<file path="src/rtl/cv32e40p_pkg.sv">
// Shared types for the APU arbiter: FSM state encoding and an index-width helper.
package cv32e40p_pkg;

  typedef enum logic [0:0] {
    APU_ARB_IDLE     = 1'b0,
    APU_ARB_WAIT_GNT = 1'b1
  } apu_arb_state_e;

  // Width of an index into n entries; never zero, so NREQ=1-style corner cases still elaborate.
  function automatic int unsigned idx_width(input int unsigned n);
    return (n > 1) ? $clog2(n) : 1;
  endfunction

endpackage

</file>
<file path="src/rtl/cv32e40p_apu_arbiter_if.sv">
// Requester-side and APU-side bundle of the APU arbiter; master = arbiter, slave = cores/APU.
interface cv32e40p_apu_arbiter_if #(
  parameter int NREQ             = 2,
  parameter int APU_NARGS_CPU    = 3,
  parameter int APU_WOP_CPU      = 6,
  parameter int APU_NDSFLAGS_CPU = 15,
  parameter int APU_NUSFLAGS_CPU = 5
);
  logic [NREQ-1:0]                         req_i;
  logic [NREQ-1:0]                         gnt_o;
  logic [NREQ-1:0][APU_NARGS_CPU-1:0][31:0] operands_i;
  logic [NREQ-1:0][APU_WOP_CPU-1:0]        op_i;
  logic [NREQ-1:0][APU_NDSFLAGS_CPU-1:0]   flags_i;
  logic [NREQ-1:0]                         rvalid_o;
  logic [31:0]                             result_o;
  logic [APU_NUSFLAGS_CPU-1:0]             rflags_o;

  logic                                    apu_req_o;
  logic                                    apu_gnt_i;
  logic [APU_NARGS_CPU-1:0][31:0]          apu_operands_o;
  logic [APU_WOP_CPU-1:0]                  apu_op_o;
  logic [APU_NDSFLAGS_CPU-1:0]             apu_flags_o;
  logic                                    apu_rvalid_i;
  logic [31:0]                             apu_result_i;
  logic [APU_NUSFLAGS_CPU-1:0]             apu_rflags_i;

  modport master (
    input  req_i, operands_i, op_i, flags_i,
    input  apu_gnt_i, apu_rvalid_i, apu_result_i, apu_rflags_i,
    output gnt_o, rvalid_o, result_o, rflags_o,
    output apu_req_o, apu_operands_o, apu_op_o, apu_flags_o
  );

  modport slave (
    output req_i, operands_i, op_i, flags_i,
    output apu_gnt_i, apu_rvalid_i, apu_result_i, apu_rflags_i,
    input  gnt_o, rvalid_o, result_o, rflags_o,
    input  apu_req_o, apu_operands_o, apu_op_o, apu_flags_o
  );

endinterface

</file>
<file path="src/rtl/cv32e40p_apu_arb_tagfifo.sv">
// In-order tag FIFO remembering which requester owns each outstanding APU transaction.
module cv32e40p_apu_arb_tagfifo #(
  parameter int WIDTH = 1,
  parameter int DEPTH = 4
) (
  input  logic                     clk,
  input  logic                     rst,
  input  logic                     push,
  input  logic [WIDTH-1:0]         push_data,
  input  logic                     pop,
  output logic [WIDTH-1:0]         pop_data,
  output logic                     full,
  output logic                     empty,
  output logic [$clog2(DEPTH):0]   count
);
  localparam int PW = $clog2(DEPTH);
  localparam int CW = PW + 1;
  localparam logic [CW-1:0] DEPTH_CNT = CW'(DEPTH);

  logic [WIDTH-1:0] mem [DEPTH];
  logic [PW-1:0]    wr_ptr, rd_ptr;
  logic             push_ok, pop_ok;

  assign full     = (count == DEPTH_CNT);
  assign empty    = (count == '0);
  assign push_ok  = push & ~full;
  assign pop_ok   = pop & ~empty;
  assign pop_data = mem[rd_ptr];

  // NOTE: non-blocking assignments for all clocked state so every register samples pre-edge values.
  always_ff @(posedge clk) begin
    if (rst) begin
      wr_ptr <= '0;
      rd_ptr <= '0;
      count  <= '0;
    end else begin
      // DEPTH is a power of two, so pointer overflow is exactly modulo DEPTH.
      if (push_ok) wr_ptr <= wr_ptr + PW'(1);
      if (pop_ok)  rd_ptr <= rd_ptr + PW'(1);
      case ({push_ok, pop_ok})
        2'b10:   count <= count + CW'(1);
        2'b01:   count <= count - CW'(1);
        default: count <= count;
      endcase
    end
  end

  // NOTE: storage has no reset; an entry is only ever read after it was written, and count gates that.
  always_ff @(posedge clk) begin
    if (push_ok) mem[wr_ptr] <= push_data;
  end

endmodule

</file>
<file path="src/rtl/cv32e40p_apu_arbiter.sv">
// Round-robin arbiter sharing one APU among NREQ cores with in-order response routing.
// Optional per-requester stall counters are built when CV32E40P_APU_ARB_PERF_EN is defined.
module cv32e40p_apu_arbiter
  import cv32e40p_pkg::*;
#(
  parameter int NREQ             = 2,
  parameter int APU_NARGS_CPU    = 3,
  parameter int APU_WOP_CPU      = 6,
  parameter int APU_NDSFLAGS_CPU = 15,
  parameter int APU_NUSFLAGS_CPU = 5,
  parameter int DEPTH            = 4
) (
  input  logic                      clk,
  input  logic                      rst,
  cv32e40p_apu_arbiter_if.master    bus,
  output logic                      busy_o,
  output logic                      err_o
`ifdef CV32E40P_APU_ARB_PERF_EN
  ,
  output logic [NREQ-1:0][15:0]     stall_cnt_o
`endif
);
  localparam int TAG_W = idx_width(NREQ);
  localparam int CNT_W = $clog2(DEPTH) + 1;

  apu_arb_state_e   state_q, state_d;
  logic [TAG_W-1:0] locked_q, locked_d;
  logic [TAG_W-1:0] rr_ptr_q, rr_ptr_d;
  logic [TAG_W-1:0] rr_pick, sel, head_tag;
  logic             want, accept, pop;
  logic             fifo_full, fifo_empty;
  logic [CNT_W-1:0] fifo_count;

  // First asserted request at or after rr_ptr; scanning downward leaves the nearest one.
  always_comb begin
    int idx;
    idx     = 0;
    rr_pick = rr_ptr_q;
    for (int k = NREQ - 1; k >= 0; k--) begin
      idx = int'(rr_ptr_q) + k;
      if (idx >= NREQ) idx = idx - NREQ;
      if (bus.req_i[idx]) rr_pick = TAG_W'(idx);
    end
  end

  // NOTE: every output of this block gets a default first, so no path can infer a latch.
  always_comb begin
    state_d  = state_q;
    locked_d = locked_q;
    rr_ptr_d = rr_ptr_q;
    sel      = (state_q == APU_ARB_WAIT_GNT) ? locked_q : rr_pick;
    want     = (state_q == APU_ARB_WAIT_GNT) | (|bus.req_i);
    bus.apu_req_o = want & ~fifo_full & ~rst;
    accept   = bus.apu_req_o & bus.apu_gnt_i;

    case (state_q)
      APU_ARB_IDLE: begin
        if (bus.apu_req_o && !bus.apu_gnt_i) begin
          state_d  = APU_ARB_WAIT_GNT;
          locked_d = sel;
        end
      end
      APU_ARB_WAIT_GNT: begin
        if (accept) state_d = APU_ARB_IDLE;
      end
      default: state_d = APU_ARB_IDLE;
    endcase

    if (accept) rr_ptr_d = (int'(sel) == NREQ - 1) ? '0 : sel + TAG_W'(1);

    bus.gnt_o = '0;
    if (accept) bus.gnt_o[sel] = 1'b1;

    bus.apu_operands_o = bus.operands_i[sel];
    bus.apu_op_o       = bus.op_i[sel];
    bus.apu_flags_o    = bus.flags_i[sel];
  end

  always_ff @(posedge clk) begin
    if (rst) begin
      state_q  <= APU_ARB_IDLE;
      locked_q <= '0;
      rr_ptr_q <= '0;
    end else begin
      state_q  <= state_d;
      locked_q <= locked_d;
      rr_ptr_q <= rr_ptr_d;
    end
  end

  cv32e40p_apu_arb_tagfifo #(
    .WIDTH (TAG_W),
    .DEPTH (DEPTH)
  ) u_tagfifo (
    .clk       (clk),
    .rst       (rst),
    .push      (accept),
    .push_data (sel),
    .pop       (pop),
    .pop_data  (head_tag),
    .full      (fifo_full),
    .empty     (fifo_empty),
    .count     (fifo_count)
  );

  // A response with nothing outstanding is a protocol error and is otherwise dropped.
  assign pop = bus.apu_rvalid_i & ~fifo_empty & ~rst;

  always_comb begin
    bus.rvalid_o = '0;
    if (pop) bus.rvalid_o[head_tag] = 1'b1;
  end

  assign bus.result_o = bus.apu_result_i;
  assign bus.rflags_o = bus.apu_rflags_i;
  assign busy_o       = (fifo_count != '0) & ~rst;

  always_ff @(posedge clk) begin
    if (rst)                                 err_o <= 1'b0;
    else if (bus.apu_rvalid_i && fifo_empty) err_o <= 1'b1;
  end

`ifdef CV32E40P_APU_ARB_PERF_EN
  for (genvar i = 0; i < NREQ; i++) begin : g_stall
    always_ff @(posedge clk) begin
      if (rst) begin
        stall_cnt_o[i] <= '0;
      end else if (bus.req_i[i] && !bus.gnt_o[i] && stall_cnt_o[i] != 16'hFFFF) begin
        stall_cnt_o[i] <= stall_cnt_o[i] + 16'd1;
      end
    end
  end
`endif

endmodule

</file>
<file path="src/flat_wrapper.sv">
// flat-port wrapper written by rule: the top's interface ports become plain ports
module cv32e40p_apu_arbiter_flat import cv32e40p_pkg::*;
#(
  parameter int NREQ             = 2,
  parameter int APU_NARGS_CPU    = 3,
  parameter int APU_WOP_CPU      = 6,
  parameter int APU_NDSFLAGS_CPU = 15,
  parameter int APU_NUSFLAGS_CPU = 5,
  parameter int DEPTH            = 4
)
  (clk, rst, busy_o, err_o, bus_req_i, bus_operands_i, bus_op_i, bus_flags_i, bus_apu_gnt_i, bus_apu_rvalid_i, bus_apu_result_i, bus_apu_rflags_i, bus_gnt_o, bus_rvalid_o, bus_result_o, bus_rflags_o, bus_apu_req_o, bus_apu_operands_o, bus_apu_op_o, bus_apu_flags_o);
  cv32e40p_apu_arbiter_if #(.NREQ(NREQ), .APU_NARGS_CPU(APU_NARGS_CPU), .APU_WOP_CPU(APU_WOP_CPU), .APU_NDSFLAGS_CPU(APU_NDSFLAGS_CPU), .APU_NUSFLAGS_CPU(APU_NUSFLAGS_CPU)) bus_i ();
  input  logic clk;
  input  logic rst;
  output logic busy_o;
  output logic err_o;
  input wire logic [$bits(bus_i.req_i)-1:0] bus_req_i;
  input wire logic [$bits(bus_i.operands_i)-1:0] bus_operands_i;
  input wire logic [$bits(bus_i.op_i)-1:0] bus_op_i;
  input wire logic [$bits(bus_i.flags_i)-1:0] bus_flags_i;
  input wire logic [$bits(bus_i.apu_gnt_i)-1:0] bus_apu_gnt_i;
  input wire logic [$bits(bus_i.apu_rvalid_i)-1:0] bus_apu_rvalid_i;
  input wire logic [$bits(bus_i.apu_result_i)-1:0] bus_apu_result_i;
  input wire logic [$bits(bus_i.apu_rflags_i)-1:0] bus_apu_rflags_i;
  output wire logic [$bits(bus_i.gnt_o)-1:0] bus_gnt_o;
  output wire logic [$bits(bus_i.rvalid_o)-1:0] bus_rvalid_o;
  output wire logic [$bits(bus_i.result_o)-1:0] bus_result_o;
  output wire logic [$bits(bus_i.rflags_o)-1:0] bus_rflags_o;
  output wire logic [$bits(bus_i.apu_req_o)-1:0] bus_apu_req_o;
  output wire logic [$bits(bus_i.apu_operands_o)-1:0] bus_apu_operands_o;
  output wire logic [$bits(bus_i.apu_op_o)-1:0] bus_apu_op_o;
  output wire logic [$bits(bus_i.apu_flags_o)-1:0] bus_apu_flags_o;
  assign bus_i.req_i = bus_req_i;
  assign bus_i.operands_i = bus_operands_i;
  assign bus_i.op_i = bus_op_i;
  assign bus_i.flags_i = bus_flags_i;
  assign bus_i.apu_gnt_i = bus_apu_gnt_i;
  assign bus_i.apu_rvalid_i = bus_apu_rvalid_i;
  assign bus_i.apu_result_i = bus_apu_result_i;
  assign bus_i.apu_rflags_i = bus_apu_rflags_i;
  assign bus_gnt_o = bus_i.gnt_o;
  assign bus_rvalid_o = bus_i.rvalid_o;
  assign bus_result_o = bus_i.result_o;
  assign bus_rflags_o = bus_i.rflags_o;
  assign bus_apu_req_o = bus_i.apu_req_o;
  assign bus_apu_operands_o = bus_i.apu_operands_o;
  assign bus_apu_op_o = bus_i.apu_op_o;
  assign bus_apu_flags_o = bus_i.apu_flags_o;
  cv32e40p_apu_arbiter #(.NREQ(NREQ), .APU_NARGS_CPU(APU_NARGS_CPU), .APU_WOP_CPU(APU_WOP_CPU), .APU_NDSFLAGS_CPU(APU_NDSFLAGS_CPU), .APU_NUSFLAGS_CPU(APU_NUSFLAGS_CPU), .DEPTH(DEPTH)) u_core (.clk(clk), .rst(rst), .bus(bus_i), .busy_o(busy_o), .err_o(err_o));
endmodule
</file>
<file path="config.mk">
export PLATFORM = sky130hd
export DESIGN_NAME = cv32e40p_apu_arbiter_flat
export DESIGN_NICKNAME = d
export VERILOG_FILES = /design/src/rtl/cv32e40p_pkg.sv /design/src/rtl/cv32e40p_apu_arbiter_if.sv /design/src/rtl/cv32e40p_apu_arb_tagfifo.sv /design/src/rtl/cv32e40p_apu_arbiter.sv /design/src/flat_wrapper.sv
export SDC_FILE = /design/constraint.sdc
export NUM_CORES = 1
export LEC_CHECK = 0
export ABC_AREA = 1
export CORE_AREA = 2 2 171 173
export CTS_BUF_LIST = sky130_fd_sc_hd__clkbuf_16
export CTS_CLUSTER_DIAMETER = 120
export CTS_CLUSTER_SIZE = 40
export DETAILED_ROUTE_END_ITERATION = 10
export DIE_AREA = 0 0 173 175
export PLACE_DENSITY = 0.38
export SLEW_MARGIN = 20
export SYNTH_ARGS = -nofsm -noshare
export SYNTH_HDL_FRONTEND = slang
export SYNTH_SLANG_ARGS = --single-unit
</file>
<file path="constraint.sdc">
create_clock -name clk -period 2.9 [get_ports clk]
set_input_delay 0.29 -clock clk [delete_from_list [all_inputs] [get_ports clk]]
set_output_delay 0.29 -clock clk [all_outputs]
set_load 0.01 [all_outputs]
</file>
# ---- After elaboration in Yosys (flattened, before gate mapping)
# Memories as Yosys holds them, arrays and structs flattened. A register that Yosys moved wholly into a read port is not among the register bits.
# Cells that the tools add are included.
# W data, S select, Z words.
dict set report op_classes {
  n_mux 32
  n_lt_le_gt_ge 8
  bitwise_logic 13
  n_reduce_logical 10
  eq_ne 3
  n_addsub 8
}
# cell n
set ops {}
lappend ops {{$mux W96} 2}
lappend ops {{$lt A32 B3 Y1 const B} 2}
lappend ops {{$mux W32} 2}
lappend ops {{$ge A32 B3 Y1 const B} 1}
lappend ops {{$sub A32 B3 Y32 const B} 1}
lappend ops {{$mux W15} 2}
lappend ops {{$mux W1} 16}
lappend ops {{$mux W6} 2}
lappend ops {{$and A1 B1 Y1} 8}
lappend ops {{$mux W2} 4}
lappend ops {{$pmux W3 S2} 1}
lappend ops {{$add A2 B1 Y2 const B} 2}
lappend ops {{$logic_and A1 B1 Y1} 4}
lappend ops {{$lt A1 B2 Y1 const B} 2}
lappend ops {{$not A1 Y1} 4}
lappend ops {{$add A3 B1 Y3 const B} 1}
lappend ops {{$eq A3 B3 Y1 const B} 1}
lappend ops {{$logic_not A3 Y1} 1}
lappend ops {{$reduce_bool A3 Y1} 1}
lappend ops {{$sub A1 B2 Y3 const B} 1}
lappend ops {{$sub A3 B1 Y3 const B} 1}
lappend ops {{$add A1 B1 Y2 const B} 1}
lappend ops {{$demux W1 S1} 2}
lappend ops {{$eq A2 B1 Y1 const B} 1}
lappend ops {{10 further kinds} 11}
dict set report word_totals {
  out_inout_bits 161
  memories 1
  ramBits 4
  reg_bits 11
  inputBits 277
}
# name words word_bits read_ports rd_clocked_by_memory_dff write_ports line
set memory_table {}
lappend memory_table {u_core.u_tagfifo.mem 4 1 1 1 1 cv32e40p_apu_arb_tagfifo.sv:20} ;# logic [WIDTH-1:0] mem [DEPTH];

# ---- Depth between registers and ports, before layout
# Gate-level depths: netlist (run 1).
dict set report logic_depth {
  word_depth 14
  mapped_depth 12
  ltp_nobuf 12
}

# ---- Hierarchy
# From an unflattened synthesis (run 1), not the netlist that was laid out.
dict set report unflattened {
  hier_cells 557
  hier_area_um2 2974.1
}
# mod cells_each seq_area_each_um2 area_per_inst_um2 n_inst
set by_module_without_submodules {}
lappend by_module_without_submodules {cv32e40p_apu_arbiter 476 80.1 2314.7 1}
lappend by_module_without_submodules {cv32e40p_apu_arb_tagfifo 81 300.3 659.4 1}

# ---- Least setup slack after synthesis (run 1)
# Ideal clock, no wire load.
dict set report synth_timing {
  path_kind {register to register}
  start {reg u_core.u_tagfifo.count[1]}
  end {reg u_core.u_tagfifo.count[2]}
  t_arrival_ps 1660
  required_time_ps 2781
  period_less_slack_ps 1779
  path_slack_ps 1121
  path_buffers 0
  stages_incl_launch_ff 11
  cell_sequence {dfxtp_1 -> nor2_1 -> nand2_1 -> nand4_2 -> ha_1 -> inv_1 -> fa_1 -> nand2_1 -> nand3_1 -> o21ai_0 -> a21oi_1}
}
dict set report synth_between {
  elab_chain_cells 8
}
# element line
set synth_lines {}
lappend synth_lines {{start: declaration} cv32e40p_apu_arb_tagfifo.sv:14} ;# output logic [$clog2(DEPTH):0] count
lappend synth_lines {{start signal: assignment} cv32e40p_apu_arb_tagfifo.sv:41} ;# 2'b10: count <= count + CW'(1);
lappend synth_lines {{start signal: assignment} cv32e40p_apu_arb_tagfifo.sv:42} ;# 2'b01: count <= count - CW'(1);
lappend synth_lines {{start signal: assignment} cv32e40p_apu_arb_tagfifo.sv:43} ;# default: count <= count;
lappend synth_lines {{$eq A3 B3 Y1} cv32e40p_apu_arb_tagfifo.sv:24} ;# assign full = (count == DEPTH_CNT);
lappend synth_lines {{$not A1 Y1} {cv32e40p_apu_arb_tagfifo.sv:26, cv32e40p_apu_arbiter.sv:53}}
lappend synth_lines {{$and A1 B1 Y1 (2 in a row)} cv32e40p_apu_arbiter.sv:53} ;# bus.apu_req_o = want & ~fifo_full & ~rst;
lappend synth_lines {{$and A1 B1 Y1} cv32e40p_apu_arbiter.sv:54} ;# accept = bus.apu_req_o & bus.apu_gnt_i;
lappend synth_lines {{$and A1 B1 Y1} cv32e40p_apu_arb_tagfifo.sv:26} ;# assign push_ok = push & ~full;
lappend synth_lines {{$eq A2 B1 Y1 or $eq A2 B2 Y1 (tied branches)} cv32e40p_apu_arb_tagfifo.sv:40} ;# case ({push_ok, pop_ok})
lappend synth_lines {{$pmux W3 S2 or $reduce_bool A2 Y1 (tied branches)} n/a}
# Several ways; a longest one is shown, not always the timed one.
# A chain may end at the register's enable or synchronous reset.

# ---- Final worst setup path (run 1)
dict set report layout_timing {
  start {in bus_req_i[0]}
  end {out bus_apu_operands_o[59]}
}
dict set report layout_between {
  elab_chain_cells 8
}
# element line
set layout_lines {}
lappend layout_lines {{start: declaration} flat_wrapper.sv:17} ;# input wire logic [$bits(bus_i.req_i)-1:0] bus_req_i;
lappend layout_lines {{$mux W1 (implied by the code) (3 in a row)} cv32e40p_apu_arbiter.sv:42} ;# if (bus.req_i[idx]) rr_pick = TAG_W'(idx);
lappend layout_lines {{$mux W1} cv32e40p_apu_arbiter.sv:42}
lappend layout_lines {{$mux W1 (*)} cv32e40p_apu_arbiter.sv:42}
lappend layout_lines {{$mux W1 (*)} cv32e40p_apu_arbiter.sv:51} ;# sel = (state_q == APU_ARB_WAIT_GNT) ? locked_q : rr_pick;
lappend layout_lines {{$mux W96 (implied by the code) (*) (2 in a row)} cv32e40p_apu_arbiter.sv:74} ;# bus.apu_operands_o = bus.operands_i[sel];
lappend layout_lines {{end: declaration} flat_wrapper.sv:30} ;# output wire logic [$bits(bus_i.apu_operands_o)-1:0] bus_apu_operands_o;
# Mark *: on every way between the ends. The rest lies on a longest branch, timed or not. The select of a mux whose other input is x is not followed.

==> results.md, run 1 <==
Clock tree:
- Counting along the longest clock path gives a buffer depth of 2.
- In this run the clock root is driven by a sky130_fd_sc_hd__clkbuf_16.
- After clock tree synthesis, the clock-pin slew on the worst setup and hold paths is 0.05 ns.
- The clock tree from TritonCTS is done.
- The number of setup buffers added after CTS is 0.
- The number of clock buffers inserted by TritonCTS is 3.
- The clock latency on the worst-skew pair is 0.24 ns.
- The level count of the clock H-tree is 1.
- The count of hold buffers inserted by post-cts repair is 0.
- For this design, the sink count on the clock tree is 17.
- Post-CTS repair changed the size of 0 cells.

Die:
- For this configuration, the core starts out at a cell density of 9.25%.
- After floorplanning, the core was divided into 62 placement rows.
- The area enclosed by the die boundary is 30300 sq um.
- The number of I/O pins is 438.
- The die is 173 um wide.
- The total area inside the core boundary comes to 28400 sq um.
- The floorplan die height is 175 um.

Timing:
- Final hold analysis gives a worst-case slack of 0.453 ns.
- The setup slack of the critical path after layout is 0.178 ns.
- The final-report max-slew violation count is 0.
- The count of final hold-check violations is 0.
- The setup TNS is 0 ns.
- The clock skew after layout is 0.00129 ns.
- The slew at the pin with the worst max-slew slack is 0.258 ns.
- The period utilization is 93.9%.
- Setup repair after global routing left no endpoint under its margin.
- The maximum operating frequency is 367 MHz.
- The number of endpoints failing setup at the final stage is 0.
- The smallest clock period supported by the final layout is computed as 2.72 ns.
- The max-slew headroom at the worst pin is 82.7%.

Yosys:
- For this run, the leading register cell type out of synthesis is sky130_fd_sc_hd__dfxtp_1.
- By area the synthesized netlist is led by sky130_fd_sc_hd__nand2_1 (53%), sky130_fd_sc_hd__buf_4 (11%), sky130_fd_sc_hd__dfxtp_1 (9.9%).
- After synthesis, the most frequently instantiated cells are sky130_fd_sc_hd__nand2_1 (372), sky130_fd_sc_hd__buf_4 (40), sky130_fd_sc_hd__inv_1 (25).
- The area share of the leading cell type in the synthesized netlist is 53.2%.
- The post-synthesis instance total is 533.
- The sequential cell area fraction in the yosys report is 14.5%.
- The total number of yosys warnings is 0.
- The synthesized net count is 816.
- Summed over all instances, the cell type with the most area after synthesis is sky130_fd_sc_hd__nand2_1.
- In this run, synthesis inferred 4 flip-flops with an integrated enable.
- The proportion of register bits with asynchronous set or reset after synthesis is 0%.
- The number of distinct library cells after synthesis is 19.
- The number of storage elements in the synthesis netlist is 17.
- The most repeated cell in the gate-level netlist after synthesis is sky130_fd_sc_hd__nand2_1.
- The synthesized netlist occupies a cell area of 2630 sq um.
- The synthesized area divided by synthesized cell count is 4.93 sq um.

Setup path:
- The worst setup path is launched from a primary input.
- The critical path endpoint category is an output pin.
- The setup path with the least slack is of type in2out.
- Data on the critical path arrives at its endpoint at 2.43 ns.
- In this run the worst path has a maximum fanout of 30.
- The required time reported for the critical path endpoint is 2.61 ns.

Final layout:
- The post-route standard cell area excluding fillers is 6630 sq um.
- The number of fillers in the final layout is 3241.
- The post-route non-filler standard cell count is 1236.
- Cells with a size suffix above 1 make up 2.93% of the layout.
- The repair_antennas step left the layout with diodes totalling 0.
- The final-stage net count is 1136.
- The utilization after layout is 23.3%.
- The layout overhead on the synthesized area is 152%.

GRT:
- The via count of the first global-routing pass is 4254.
- Global routing used 10.2% of the available tracks across all layers.
- Entering global routing, the biggest net connects 47 pins.
- The total overflow left after global routing is 0.
- The initial antenna violation count is 0.
- The first global-routing pass estimated 24.3 mm of wire.

Detailed routing:
- The number of detailed-route iterations in the first pass is 4.
- The total wire length is 16.3 mm.
- The via total after detailed routing is 4142.
- After the first detailed-routing iteration, the DRC count stood at 160.
- The average wire per standard cell is 13.2 um.
- The via density per instance is 3.35.
- In the routed design, unresolved DRC markers number 0.
- The number of antenna-violating nets in the routed design is 0.

Status:
- The run finished with clean final reports.

Placement:
- At the end of routability-driven placement, the weighted congestion stood at 0.742.
- OpenSTA, run right after detailed placement, puts the worst setup slack at 0.151 ns.
- The placed standard-cell area is 6550 sq um.
- The wire-length estimate of the detail-placed layout is 14.0 mm.
- Counting tap cells, the placed design contains a total of 1232 instances.
- In this run the tool buffered the top-level ports with 363 buffer cells.

Pwr:
- The power density normalized to cell area is 330 nW/um^2.
- The overall power consumption is 2.19 mW.
- In this run the static leakage power is 3.03 nW.
- The worst vdd rail ir drop is 0.000200 V.

Min path:
- The min-delay analysis places its worst path in the category reg2reg.

Job:
- The reported max-cap violation count is 0.
## final timing paths
kind	slack (ns)	cells after the start	start	to
max	0.18	10	bus_req_i[0]	bus_apu_operands_o[59]
min	0.45	2	u_core.err_o$_SDFFE_PP0P_	u_core.err_o$_SDFFE_PP0P_
max reg2reg	0.82	11	flip-flop	u_core.u_tagfifo.count[2]$_SDFFE_PP0P_
min reg2reg	0.45	2	u_core.err_o$_SDFFE_PP0P_	u_core.err_o$_SDFFE_PP0P_
## per-layer routing
metal  GRT usage, %  vias to the layer above  routed length (um)
met4           2.15                        0                 283
met5              0                        -                   0
li1               -                     2186                   -
met2           19.0                      228                8210
met3           3.35                       18                1590
met1           11.2                     1710                6260
## power by group
group	total, mW	internal (mW)	leakage, nW	switching (mW)
Clock	0.275	0.184	0.0409	0.0910
Combinational	1.64	0.931	2.84	0.709
Sequential	0.274	0.262	0.143	0.0120
## cells by family (layout without fill, tap and decap cells)
group,after synthesis,count (layout),share of synthesized area (%)
flip-flops,17,17,14.5
buffers and inverters,90,409,20.2
AND/OR/NAND/NOR,405,405,59.0
AO/OA/AOI/OAI,13,13,2.48
XOR/XNOR,2,2,0.667
adder cells (fa/ha/maj),6,6,3.14
## layout make-up
type | instances | area [sq um] | share of cell area (%)
tap | 384 | 480 | 7.25
sequential | 17 | 380 | 5.74
timing repair buffer | 379 | 3850 | 58.1
inverter | 26 | 97.6 | 1.47
clock buffer | 3 | 75.1 | 1.13
clock inverter | 1 | 5.00 | 0.0755
multi-input combinational | 426 | 1740 | 26.2
## worst max-delay path, cell delays in order
cell and delay, ns:
sky130_fd_sc_hd__clkdlybuf4s50_1 0.48, sky130_fd_sc_hd__inv_1 0.06, sky130_fd_sc_hd__nor3_2 0.21, sky130_fd_sc_hd__inv_1 0.12, sky130_fd_sc_hd__nand3_4 0.10, sky130_fd_sc_hd__buf_12 0.19, sky130_fd_sc_hd__buf_12 0.19, sky130_fd_sc_hd__nand2_1 0.13
sky130_fd_sc_hd__nand2_1 0.09, sky130_fd_sc_hd__clkdlybuf4s50_1 0.53
## layout by cell type (no fill, tap or decap)
| cell type | n |
|---|---|
| sky130_fd_sc_hd__a21oi_1 | 9 |
| sky130_fd_sc_hd__buf_12 | 8 |
| sky130_fd_sc_hd__buf_4 | 8 |
| sky130_fd_sc_hd__clkbuf_16 | 3 |
| sky130_fd_sc_hd__clkdlybuf4s50_1 | 363 |
| sky130_fd_sc_hd__clkinv_2 | 1 |
| sky130_fd_sc_hd__dfxtp_1 | 13 |
| sky130_fd_sc_hd__edfxtp_1 | 4 |
| sky130_fd_sc_hd__fa_1 | 1 |
| sky130_fd_sc_hd__ha_1 | 5 |
| sky130_fd_sc_hd__inv_1 | 25 |
| sky130_fd_sc_hd__inv_2 | 1 |
| sky130_fd_sc_hd__nand2_1 | 372 |
| sky130_fd_sc_hd__nand3_1 | 5 |
| sky130_fd_sc_hd__nand3_4 | 1 |
| sky130_fd_sc_hd__nand4_1 | 3 |
| sky130_fd_sc_hd__nand4_2 | 1 |
| sky130_fd_sc_hd__nor2_1 | 21 |
| sky130_fd_sc_hd__nor2_4 | 1 |
| sky130_fd_sc_hd__nor3_2 | 1 |
| sky130_fd_sc_hd__o21ai_0 | 3 |
| sky130_fd_sc_hd__o21ai_1 | 1 |
| sky130_fd_sc_hd__xor2_1 | 2 |
(Power assumes the default switching activity.)
==> run 2, diff against run 1 <==
- PLACE_DENSITY: 0.38 -> 0.41
==> run 2 against run 1 <==
Effect of this change: die area did not move; via count up 0.22%; critical endpoint is now bus_apu_operands_o[79]; total power is 0.28% lower; combinational power about the same; critical path depth did not move; sequential power is essentially flat.
==> results.md, run 2 (synthesis gave the netlist of run 1 again) <==
Die:
- The area enclosed by the die boundary is 30300 sq um (unchanged).
- The starting density of the core came to 9.25% (unchanged).
- The site row count is 62 (unchanged).
- The die boundary width came to 173 um (unchanged).
- The floorplan die height is 175 um (unchanged).
- The number of I/O pins is 438 (unchanged).
- The total core area is 28400 sq um (unchanged).

Detailed routing:
- The first-iteration detailed-routing DRC count is 128 (-20%).
- The via density per instance is 3.35 (-0.11%).
- The total wire length is 15.7 mm (-3.7%).
- The number of antenna-violating nets in the routed design came to 0 (unchanged).
- The average wire per standard cell is 12.7 um (-4.0%).
- The via total after detailed routing came to 4151 (+0.22%).
- The number of detailed-route iterations in the first pass was 4 (unchanged).
- The DRC violation count after routing is 0 (unchanged).

Setup path:
- The worst setup path is launched from a primary input.
- The setup path with the least slack is of type in2out.
- The data arrival at the endpoint of the critical path is 2.36 ns (-0.07 ns).
- The maximum fanout along the worst path is 35 (+17%).
- The critical path endpoint category is an output pin.
- The required time reported for the critical path endpoint is 2.61 ns (about the same).

Timing:
- The maximum operating frequency is 377 MHz (+2.5%).
- The count of final hold-check violations is 0 (unchanged).
- The slew at the pin with the worst max-slew slack was 0.291 ns (+0.0331 ns).
- Setup repair after global routing left no endpoint under its margin.
- The period utilization is 91.5% (-2.3 points).
- The final-report max-slew violation count is 0 (unchanged).
- The setup TNS is 0 ns (unchanged).
- The max-slew headroom at the worst pin is 80.6% (-2.1 points).
- The clock skew after layout is 0.000783 ns (-0.000512 ns).
- The minimum clock period after layout is 2.65 ns (-0.0672 ns).
- The number of endpoints failing setup at the final stage came to 0 (unchanged).

GRT:
- The maximum number of pins on one net before global-route repair is 56 (+19%).
- The global-route wire length before repair is 23.3 mm (-3.9%).
- The met3 layer usage reported by global route is 3.09% (-0.26 points).
- The total global routing overflow is 0 (unchanged).
- The met2 routing resource usage after global routing is 17.3% (-1.7 points).
- The initial antenna violation count is 0 (unchanged).
- The met1 track utilization from global routing is 11.2% (+0.023 points).
- The most heavily used metal layer in global routing is met2.
- The via count of the first global-routing pass is 4240 (-0.33%).
- The combined global-route utilization of all metal layers is 9.65% (-0.53 points).

Min path:
- The path category of the worst min-delay check is reg2reg.

Clock tree:
- The clock net sink count came to 17 (unchanged).
- The clock latency on the worst-skew pair is 0.24 ns (about the same).
- The root buffer cell chosen for the clock tree is sky130_fd_sc_hd__clkbuf_16.
- The count of hold buffers inserted by post-cts repair was 0 (unchanged).
- The level count of the clock H-tree is 1 (unchanged).
- The clock transition at the register clock pins on the worst setup and hold paths after CTS is 0.05 ns (about the same).
- TritonCTS built the clock tree.
- The maximum buffer depth of the clock tree is 2 (unchanged).
- The post-CTS resize count is 0 (unchanged).
- The number of clock buffers inserted by TritonCTS is 3 (unchanged).
- The post-CTS repair timing setup buffer count is 0 (unchanged).

Status:
- The run finished with clean final reports.

Pwr:
- The worst vdd rail ir drop came to 0.000233 V (+17%).
- The leakage component of the power was 3.04 nW (+0.43%).
- The power density normalized to cell area came to 328 nW/um^2 (-0.54%).

Placement:
- The port buffer count came to 363 (unchanged).
- The estimated wirelength of the detail-placed design came to 13.4 mm (-4.2%).
- The final RePlAce weighted congestion is 0.774 (+4.3%).

Final layout:
- The area growth from synthesis to layout is 153%.
- The library cells used most frequently in the layout, excluding fill and tap cells, are sky130_fd_sc_hd__nand2_1 (372), sky130_fd_sc_hd__clkdlybuf4s50_1 (363), sky130_fd_sc_hd__inv_1 (25).
- The utilization after layout was 23.4% (+0.062 points).
- The share of layout cells above drive strength 1 is 3.39% (+0.45 points).
- Leaving out fill and tap cells, the most frequent cell in the layout is sky130_fd_sc_hd__nand2_1.
- The number of fillers in the final layout was 3243 (+0.062%).
- The final-stage net count is 1140 (+0.35%).
- The antenna diode count is 0 (unchanged).

Job:
- The reported max-cap violation count is 0 (unchanged).
==> run 2: cell types whose count changed in the layout (fill, tap and decap cells not counted), sizes merged <==
cell and change:
buf +4
==> run 2: metal layers <==
| metal | up-vias | share of wire [%] | wire length [um] |
|---|---|---|---|
| li1 | 2192 | - | - |
| met2 | 232 | 49 | 7680 |
| met1 | 1707 | 40 | 6310 |
| met5 | - | 0 | 0 |
| met3 | 20 | 9.4 | 1490 |
| met4 | 0 | 1.7 | 269 |
==> run 2: power by group <==
part           total, mW  internal, mW  leakage (nW)  switching (mW)
Clock              0.272         0.184        0.0409          0.0874
Combinational       1.64         0.937          2.85           0.701
Sequential         0.274         0.262         0.143          0.0121
Total               2.18          1.38          3.04           0.800
==> run 2: metrics by stage <==
step | hold slack (ns) | instance area (sq um) | total power [mW] | setup WS [ns] | cells
6_report | 0.452 | 6650 | 2.18 | 0.246 | 1240
5_1_grt | 0.470 | 6650 | 2.36 | 0.0760 | 1240
4_1_cts | 0.458 | 6650 | 2.23 | 0.217 | 1240
3_5_place_dp | 0.447 | 6570 | 1.94 | 0.216 | 1236
3_3_place_gp | 0.442 | 6570 | 1.95 | 0.241 | 1236
2_1_floorplan | 0.359 | 2630 | 0.928 | 1.12 | 533
==> run 2: layout make-up <==
type | instances | area (sq um) | share of cell area [%]
Timing Repair Buffer | 383 | 3870 | 58.3
Multi-Input combinational cell | 426 | 1740 | 26.1
Tap cell | 384 | 480 | 7.23
Sequential cell | 17 | 380 | 5.72
Inverter | 26 | 97.6 | 1.47
Clock buffer | 3 | 75.1 | 1.13
Clock inverter | 1 | 5.00 | 0.0753
==> run 2: path summary, 6_finish.rpt <==
kind / from / to / slack, ns / depth (start not counted)
worst max register to register: u_core.u_tagfifo.count[1]$_SDFFE_PP0P_ / u_core.u_tagfifo.count[2]$_SDFFE_PP0P_ / 0.86 / 10
worst max-delay path: bus_req_i[1] / bus_apu_operands_o[79] / 0.25 / 10
worst min-delay path: u_core.err_o$_SDFFE_PP0P_ / u_core.err_o$_SDFFE_PP0P_ / 0.45 / 2
worst min register to register: u_core.err_o$_SDFFE_PP0P_ / u_core.err_o$_SDFFE_PP0P_ / 0.45 / 2
==> run 2: worst max-delay path, stage by stage <==
cell                              delay [ns]
sky130_fd_sc_hd__clkdlybuf4s50_1        0.51
sky130_fd_sc_hd__inv_2                  0.05
sky130_fd_sc_hd__o21ai_1                0.15
sky130_fd_sc_hd__nand2_1                0.11
sky130_fd_sc_hd__nor2_4                 0.15
sky130_fd_sc_hd__buf_12                 0.22
sky130_fd_sc_hd__buf_12                 0.17
sky130_fd_sc_hd__nand2_1                0.07
sky130_fd_sc_hd__nand2_1                0.07
sky130_fd_sc_hd__clkdlybuf4s50_1        0.54
==> run 3, diff against run 2 <==
- HOLD_SLACK_MARGIN: not set -> 0.06
- SETUP_SLACK_MARGIN: not set -> 0.3
==> run 3 against run 2 <==
Effect of this change: die area unchanged; worst setup slack better by 0.099 ns; flip-flop and latch count did not move; sequential share of layout area fell by 0.30 points; largest power group unchanged; highest routed layer unchanged.
==> results.md, run 3 (synthesis gave the netlist of run 1 again) <==
Placement:
- The final RePlAce weighted congestion came to 0.774 (unchanged).
- The instance count after placement with tap cells included was 1236 (unchanged).
- The worst setup timing slack at the placement stage is 0.216 ns (unchanged).
- The placed standard-cell area is 6570 sq um (unchanged).
- The estimated wirelength of the detail-placed design is 13.4 mm (unchanged).
- The port buffer count is 363 (unchanged).

Final layout:
- The post-route non-filler standard cell count was 1255 (+1.2%).
- The top cell types in the final layout, fill and taps aside, are sky130_fd_sc_hd__nand2_1 (372), sky130_fd_sc_hd__clkdlybuf4s50_1 (302), sky130_fd_sc_hd__dlymetal6s2s_1 (38).
- The share of layout cells above drive strength 1 is 5.28% (+1.9 points).
- The number of fillers in the final layout is 3237 (-0.19%).
- The total area of sequential cells is 380 sq um (unchanged).
- Relative to the synthesized area, the layout overhead comes to 167%.
- The final-stage net count is 1155 (+1.3%).
- The antenna diode count is 0 (unchanged).
- The combined area of the multi-input logic cells came to 1750 sq um (+0.58%).
- The post-route standard cell area excluding fillers came to 7010 sq um (+5.4%).
- The most common cell after layout, fill and taps aside is sky130_fd_sc_hd__nand2_1.

Setup path:
- The required time reported for the critical path endpoint came to 2.61 ns (about the same).
- The maximum fanout along the worst path is 22 (-37%).
- The biggest cell delay along the critical path is 0.54 ns (about the same).
- The internal reg-to-reg setup slack is 0.83 ns (-0.03 ns).
- The total buffers and inverters traversed by the critical path came to 6 (+1).
- The class of the most critical setup path is in2out.
- The family with the most delay on the worst path is buffers and inverters.
- The signal on the critical path passes through clkdlybuf4s50_1, inv_2, nor3_4, inv_1, nand3_4, buf_12, buf_16, nand2_1, nand2_1, clkdlybuf4s50_1.
- The launching element type of the critical path is a primary input.
- The data arrival at the endpoint of the critical path was 2.27 ns (-0.09 ns).
- STA classifies the critical path endpoint as an output pin.
- On the critical path, the stage with the largest delay is an instance of sky130_fd_sc_hd__clkdlybuf4s50_1.
- The terminus of the critical flop-to-flop path is u_core.u_tagfifo.count[2]$_SDFFE_PP0P_.
- The worst-case reg-to-reg path depth was 11 (+1).

Timing:
- The setup TNS was 0 ns (unchanged).
- The max-slew headroom at the worst pin is 81.8% (+1.2 points).
- The clock skew after layout was 0.00208 ns (+0.00130 ns).
- The final-report max-slew violation count is 0 (unchanged).
- The setup slack of the critical path after layout is 0.345 ns (+0.0992 ns).
- The minimum clock period after layout is 2.56 ns (-0.0992 ns).
- The number of endpoints failing setup at the final stage was 0 (unchanged).
- The count of final hold-check violations is 0 (unchanged).
- The slew at the pin with the worst max-slew slack is 0.272 ns (-0.0185 ns).
- The maximum operating frequency is 391 MHz (+3.9%).
- The period utilization is 88.1% (-3.4 points).
- Setup repair after global routing could not meet its margin everywhere.

Detailed routing:
- The first-iteration detailed-routing DRC count is 159 (+24%).
- The number of detailed-route iterations in the first pass came to 4 (unchanged).
- The number of antenna-violating nets in the routed design is 0 (unchanged).
- The via density per instance came to 3.39 (+1.3%).
- The average wire per standard cell was 14.0 um (+10%).
- The DRC violation count after routing came to 0 (unchanged).
- The via total after detailed routing came to 4257 (+2.6%).
- The total wire length is 17.6 mm (+12%).

Pwr:
- The power density normalized to cell area came to 328 nW/um^2 (about the same).
- The overall power consumption is 2.30 mW (+5.4%).
- The worst vdd rail ir drop is 0.000238 V (+2.3%).
- The leakage component of the power came to 3.61 nW (+19%).

GRT:
- The most heavily used metal layer in global routing is met2.
- The global-route wire length before repair is 24.8 mm (+6.4%).
- The met1 track utilization from global routing is 12.1% (+0.85 points).
- The combined global-route utilization of all metal layers came to 10.4% (+0.80 points).
- The initial antenna violation count is 0 (unchanged).
- The met2 routing resource usage after global routing is 19.1% (+1.8 points).
- The maximum number of pins on one net before global-route repair was 36 (-36%).
- The total global routing overflow came to 0 (unchanged).
- The met3 layer usage reported by global route is 3.11% (+0.022 points).
- The via count of the first global-routing pass came to 4349 (+2.6%).

Clock tree:
- The clock net sink count is 17 (unchanged).
- The maximum buffer depth of the clock tree is 2 (unchanged).
- TritonCTS built the clock tree.
- The number of clock buffers inserted by TritonCTS is 3 (unchanged).
- The level count of the clock H-tree came to 1 (unchanged).
- The count of hold buffers inserted by post-cts repair is 0 (unchanged).
- The root cell of the clock tree is sky130_fd_sc_hd__clkbuf_16.
- The clock latency on the worst-skew pair is 0.25 ns (about the same).
- The clock transition at the register clock pins on the worst setup and hold paths after CTS is 0.05 ns (about the same).

Die:
- The starting density of the core came to 9.25% (unchanged).
- The area enclosed by the die boundary is 30300 sq um (unchanged).
- The total core area is 28400 sq um (unchanged).
- The die boundary width came to 173 um (unchanged).
- The site row count is 62 (unchanged).
- The number of I/O pins is 438 (unchanged).
- The floorplan die height was 175 um (unchanged).

Status:
- The run finished with clean final reports.

Job:
- The reported max-cap violation count is 0 (unchanged).

Min path:
- The hold path depth came to 2 (unchanged).
- The start point of the worst hold path is u_core.err_o$_SDFFE_PP0P_.
- The path with the worst hold slack has its endpoint at u_core.err_o$_SDFFE_PP0P_.
- The worst hold path belongs to the class reg2reg.
## run 3: cell count changes in the layout (fill, tap and decap cells not counted), sizes merged
cell,previous run,this run
clkdlybuf4s50,363,302
dlymetal6s2s,0,38
dlygate4sd2,0,23
buf,20,32
clkbuf,3,6
## run 3: where the power goes
group	total, mW	internal [mW]	switching (mW)
Clock	0.273	0.184	0.0891
Combinational	1.75	0.993	0.759
Sequential	0.275	0.262	0.0127
## run 3: how the worst max path moves through the flow
| stage | depth (start not counted) | slack (ns) | endpoint | startpoint |
|---|---|---|---|---|
| floorplan | 10 | 1.12 | u_core.u_tagfifo.count[2]$_SDFFE_PP0P_ | u_core.u_tagfifo.count[1]$_SDFFE_PP0P_ |
| global placement | 10 | 0.24 | bus_apu_operands_o[75] | bus_req_i[1] |
| detailed placement | 10 | 0.22 | bus_apu_flags_o[3] | bus_req_i[0] |
| CTS | 11 | 0.31 | bus_apu_flags_o[9] | bus_req_i[0] |
| global route | 10 | 0.23 | bus_apu_operands_o[51] | bus_req_i[0] |
| finish | 10 | 0.34 | bus_apu_operands_o[51] | bus_req_i[0] |
## run 3: through the flow
step                      hold WS, ns  utilization (%)
after floorplan                 0.359                -
after global placement          0.442             23.1
after detailed placement        0.447             23.1
after CTS                       0.458             24.0
after global routing            0.470             24.7
final                           0.452             24.7
## run 3: what timing repair did
item	4_1_cts	5_1_grt
buffers inserted	7	2
gates resized for setup	30	41
endpoints found under the setup margin	79	68
cloned	3	3
pin swaps	1	1
## run 3: worst min-delay path: cells and delay by family, from the launching register on
kind	cells	cell delay [ns]
buffers and inverters	1	0.05
AO/OA/AOI/OAI	1	0.05
flip-flops	1	0.31
## run 3: layout make-up
type | instances | area share (%)
inverter | 26 | 1.39
tap | 384 | 6.86
clock buffer | 3 | 1.07
clock inverter | 1 | 0.0714
sequential | 17 | 5.43
timing repair buffer | 398 | 60.3
multi-input combinational | 426 | 24.9
## run 3: layer usage
metal  part of all wire [%]  vias to the layer above
met2                     50                      236
met3                    8.8                       20
met4                    1.5                        0
met5                      0                        -
met1                     39                     1776
li1                       -                     2225
